[src/rtl/present_round_ctrl.sv]
// Round sequencer for the round-based PRESENT-80 datapath: LOAD, 31 rounds, FINAL whitening, DONE pulse.
// Optional abort input is compiled in when PRESENT_ABORT_EN is defined.
module present_round_ctrl #(
  parameter int NUM_ROUNDS = 31,
  parameter int CNT_W      = 5
) (
  input  logic             clk,
  input  logic             rst,
  input  logic             start,
`ifdef PRESENT_ABORT_EN
  input  logic             abort,
`endif
  output logic             data_en,
  output logic             key_en,
  output logic             load_sel,
  output logic             final_sel,
  output logic [CNT_W-1:0] round_cnt,
  output logic             busy,
  output logic             done
);

  typedef enum logic [2:0] {
    IDLE,
    LOAD,
    ROUND,
    FINAL,
    DONE
  } state_t;

  localparam logic [CNT_W-1:0] LAST_ROUND = CNT_W'(NUM_ROUNDS);

  state_t     state;
  logic [5:0] outs;
  logic       abort_req;

`ifdef PRESENT_ABORT_EN
  assign abort_req = abort;
`else
  assign abort_req = 1'b0;
`endif

  // Output pattern {data_en, key_en, load_sel, final_sel, busy, done} for each state.
  function automatic logic [5:0] decode(state_t s);
    case (s)
      LOAD:    decode = 6'b111010;
      ROUND:   decode = 6'b110010;
      FINAL:   decode = 6'b100110;
      DONE:    decode = 6'b000001;
      default: decode = 6'b000000;
    endcase
  endfunction

  // Outputs are registered alongside the state so they always equal decode(state).
  always_ff @(posedge clk) begin
    if (rst) begin
      state     <= IDLE;
      round_cnt <= '0;
      outs      <= '0;
    end else if (abort_req && busy) begin
      state     <= IDLE;
      round_cnt <= '0;
      outs      <= decode(IDLE);
    end else begin
      case (state)
        IDLE: begin
          if (start) begin
            state <= LOAD;
            outs  <= decode(LOAD);
          end
        end
        LOAD: begin
          state     <= ROUND;
          round_cnt <= CNT_W'(1);
          outs      <= decode(ROUND);
        end
        ROUND: begin
          if (round_cnt == LAST_ROUND) begin
            state <= FINAL;
            outs  <= decode(FINAL);
          end else begin
            round_cnt <= round_cnt + CNT_W'(1);
          end
        end
        FINAL: begin
          state     <= DONE;
          round_cnt <= '0;
          outs      <= decode(DONE);
        end
        DONE: begin
          if (start) begin
            state <= LOAD;
            outs  <= decode(LOAD);
          end else begin
            state <= IDLE;
            outs  <= decode(IDLE);
          end
        end
        default: begin
          state     <= IDLE;
          round_cnt <= '0;
          outs      <= '0;
        end
      endcase
    end
  end

  assign {data_en, key_en, load_sel, final_sel, busy, done} = outs;

endmodule

[config.mk]
export PLATFORM = sky130hd
export DESIGN_NAME = present_round_ctrl
export DESIGN_NICKNAME = d
export VERILOG_FILES = /design/src/rtl/present_round_ctrl.sv
export SDC_FILE = /design/constraint.sdc
export NUM_CORES = 1
export LEC_CHECK = 0
export BUFFER_PORTS_ARGS = -buffer_cell sky130_fd_sc_hd__buf_2
export CORE_UTILIZATION = 40
export CTS_BUF_LIST = sky130_fd_sc_hd__clkbuf_8
export DETAILED_ROUTE_END_ITERATION = 8
export PLACE_DENSITY = 0.72
export SLEW_MARGIN = 20
export SYNTH_ARGS = -nofsm -noshare
export SYNTH_HDL_FRONTEND = slang
export SYNTH_SLANG_ARGS = --single-unit
[constraint.sdc]
create_clock -name clk -period 4.25 [get_ports clk]
set_input_delay 0.6375 -clock clk [delete_from_list [all_inputs] [get_ports clk]]
set_output_delay 0.6375 -clock clk [all_outputs]
set_load 0.05 [all_outputs]
* Word level (Yosys, flattened, before mapping)
Index checks and enable logic that the tools add are counted.
** Storage, ports and cells
- Register bits after elaboration :: 14
- Word-level logic and storage cells :: 27
- Input port bits :: 3
** Cells by class
- Mux-type cells :: 10
- Reduce and logical (&&, ||, !) cells :: 4
- Equal/unequal tests :: 8
- Add/subtract/negate cells :: 1
- Bitwise gates (word level) :: 1
** Operators by type and width (count)
- $pmux W6 S5 :: 1
- $mux W6 :: 3
- $pmux W3 S5 :: 1
- $pmux W5 S3 :: 1
- $eq A3 B2 Y1 const B :: 2
- $mux W3 :: 2
- $ne A2 B2 Y1 const B :: 3
- $add A5 B1 Y5 const B :: 1
- $eq A5 B5 Y1 const B :: 1
- $mux W5 :: 1
- $reduce_and A2 Y1 :: 2
- $eq A3 B1 Y1 const B :: 1
- $eq A3 B3 Y1 const B :: 1
- $logic_not A3 Y1 :: 1
- $reduce_or A2 Y1 :: 1
- $mux W1 :: 1
- $not A1 Y1 :: 1

* Longest topological paths before layout
- Depth after elaboration :: 4
- Depth in mapped cells :: 8
- Depth with buffers taken out :: 7

* Worst setup path after synthesis
No wires, ideal clock.
- Path kind :: register to register
- Start :: register round_cnt[0]
- End :: register round_cnt[3]
- Path buffers :: 1
- Period minus slack after synthesis :: 1961 ps
- Arrival time :: 1892 ps
- Cell stages (with the launch flop) :: 9
- Setup time :: 70 ps
- Path slack :: 2289 ps
- Path through :: dfxtp_1 ha_1 and3_1 ha_1 buf_4 nand2b_1 a21oi_2 or3_1 a21oi_1
** Between the ends
- Cells in the longest elaborated chain, start to end :: 3
- Elaborated cells between the ends (all ways) :: 6
- Classes of those cells :: add/sub: 1; eq/ne: 2; mux: 2; reduce/logical: 1
** Ends and longest elaborated chain
- from (decl) :: line 17 : output logic [CNT_W-1:0] round_cnt,
- from (signal assigned) :: line 81 : round_cnt <= round_cnt + CNT_W'(1);
- $add A5 B1 Y5 or $eq A5 B5 Y1 (tied branches) :: line 81, 77
- $mux W5 or $ne A2 B2 Y1 (tied branches)
- $pmux W5 S3 or $reduce_and A2 Y1 (tied branches)
Several ways; a longest one is shown, not always the timed one. The select of a mux whose other input is x is not followed.
A chain may end at the register's enable or synchronous reset.

* Worst setup path in the final report
- Start :: register round_cnt[0]
- End :: register round_cnt[2]
The elaborated chain is that of the path after synthesis.

==> flow_metrics.py <==
metrics = {
    "logic_synthesis": {
        "syn-num-nets": 76,
        "synth_area_leaders": "dfxtp_1 (39%), a21oi_1 (5.6%), nor2_1 (4.2%)",
        "syn_area_um2": 622,
        "postSynthAreaPerCell_um2": 8.76,
        "syn_inst": 71,
        "synth_warnings": 0,
        "synth_top_area_frac": 0.386,
        "ys_ff_latch": 12,
        "synth_top_area_cell": "dfxtp_1",
        "ys_seq_area_frac": 0.386,
        "synth_cell_types": 27,
    },
    "cells_and_area": {
        "antennaDiodeCount": 0,
        "drive_gt1_frac": 0.235,
        "area_delta_synth_final_pct": 12.3,
        "post-route-util": 0.511,
        "seq_area_um2": 240,
        "multi_input_area_um2": 308,
        "final_common_cell": "buf_2",
        "layout_common_cells": "buf_2 (13), dfxtp_1 (12), nor2_1 (7), a21oi_1 (7)",
        "nNetsFinal": 87,
        "nFillCells": 141,
    },
    "setup_path": {
        "crit_path_max_fanout": 8,
        "rr_startpoint": "round_cnt[0]",
        "end_kind": "flop",
        "crit_path_start": "round_cnt[0]",
        "cp-start-kind": "flop",
        "worst_ep_arrival_time_ps": 2010,
        "critical_path_required_ps": 4400,
        "critPathKind": "reg -> reg",
        "crit_end": "round_cnt[2]",
        "reg2reg_slack_ps": 2390,
        "r2r_cells": 7,
        "rr_endpoint": "round_cnt[2]",
    },
    "cts": {
        "path_clk_slew_ps": 50,
        "ctsResizeCount": 0,
        "hold_buffers": 0,
        "clkLatencyLatePin_ps": 240,
        "cts-htree-levels": 1,
        "numCtsBuffers": 3,
        "cts_setup_buffers": 0,
        "cts_buffer_depth": 2,
        "cts_tree": "yes",
        "cts_root_buf": "clkbuf_8",
        "numClockSinks": 12,
    },
    "die": {
        "io_pins": 14,
        "core_um2": 1370,
        "chipWidth_um": 41.4,
        "start_util": 0.455,
        "die_h_um": 41.4,
        "dieArea_um2": 1720,
        "num_rows": 13,
    },
    "sta": {
        "hold_viol": 0,
        "max_slew_margin": 0.617,
        "period_needed_ps": 1860,
        "setup_ws_ps": 2390,
        "drv_slew": 0,
        "rsz0062_at_grt": "false",
        "skew_ps": 2.46,
        "tightest_slew_ps": 574,
        "finalSetupViolCount": 0,
        "period_share": 0.437,
        "clock.fmax_mhz": 539,
        "setup_tns_ps": 0,
    },
    "flow_run": {
        "cap_viol_max_count": 0,
    },
    "place": {
        "gp_congestion": 0.705,
        "io_buffer_count": 13,
        "dpl.hpwl_um": 796,
        "pre_cts_ws_ps": 2410,
    },
    "grt": {
        "grt_usage": 0.153,
        "grt_pass1_wl_um": 2010,
        "grt_max_degree": 16,
        "first_global_vias": 453,
        "gr-total-overflow": 0,
        "antenna_found_initial": 0,
    },
    "drt": {
        "drt_iter0_markers": 19,
        "ant_nets": 0,
        "routed_wl_um": 1200,
        "vias": 522,
        "avgRoutedWirePerCell_um": 12.5,
        "vias_per_cell": 5.44,
        "drt_first_pass_iters": 4,
        "drc": 0,
    },
    "status": {
        "status": "finished clean",
    },
    "worst_hold_path": {
        "hold_class": "reg -> reg",
    },
    "pwr": {
        "ir_worst_vdd_v": 0.000187,
        "p_leak_nw": 0.299,
        "p_per_area_nw_per_um2": 442,
    },
}
## layer usage
layer / up-vias / part of all wire / GRT usage
li1: 269 / - / -
met1: 236 / 0.50 / 0.206
met2: 13 / 0.45 / 0.225
met3: 4 / 0.029 / 0.0261
met4: 0 / 0.016 / 0.0968
met5: - / 0 / 0
## worst min-delay path by stage
stage / start / slack (ps) / end / depth (start not counted)
6_report: round_cnt[3] / 500 / round_cnt[3] / 2
5_1_grt: round_cnt[3] / 550 / round_cnt[3] / 2
4_1_cts: round_cnt[3] / 510 / round_cnt[3] / 2
3_5_place_dp: round_cnt[3] / 500 / round_cnt[3] / 2
3_3_place_gp: round_cnt[3] / 480 / round_cnt[3] / 2
2_1_floorplan: state[1] / 600 / outs[0] / 3
## Yosys cell counts, drive strengths merged
cell type and instances:
a211o 1, a21o 1, a21oi 8, a22oi 2
and3 1, buf 5, clkbuf 2, dfxtp 12
ha 2, inv 3, mux2i 2, nand2 4
nand2b 2, nand3 1, nor2 7, nor3 3
nor3b 1, nor4 3, nor4b 1, o21a 2
o21ai 3, o32a 2, or3 2, xnor2 1
## logic make-up (layout without fill, tap and decap cells)
kind of cell,after synthesis,in the layout,synth area share
XOR/XNOR,1,1,0.0141
buffers and inverters,10,20,0.119
multiplexers,2,2,0.0322
AO/OA/AOI/OAI,19,19,0.203
adder cells (fa/ha/maj),2,2,0.0402
AND/OR/NAND/NOR,25,25,0.205
flip-flops,12,12,0.386
## sequential cells by signal, summed over array words and instances, names as in the netlist
register   count
outs           5
round_cnt      5
state          2
## worst max-delay path, cell delays in order, from the launching register on
cell and delay, ps:
dfxtp_1 360, ha_1 230, and3_1 180, ha_1 270
nand2b_1 130, a21oi_2 90, or3_1 330, a21oi_1 190
## stage by stage
step	hold slack, ps	instance area [um2]	std cells	power, mW
2_1_floorplan	595	622	71	0.182
3_3_place_gp	484	643	92	0.187
3_5_place_dp	502	643	92	0.188
4_1_cts	509	698	96	0.311
5_1_grt	549	698	96	0.325
6_report	500	698	96	0.309
## power by group
group	internal, mW	switching [mW]	leakage [nW]
Sequential	0.120	0.0117	0.0982
Combinational	0.0188	0.0364	0.172
Clock	0.0817	0.0408	0.0288
## area by class of cell
type,count,share of cell area
well taps,15,0.0269
multi-input cells,49,0.441
clock buffers,4,0.0789
inverters,3,0.0161
flip-flops and latches,12,0.344
repair buffers,13,0.0932
(Power assumes the default switching activity.)
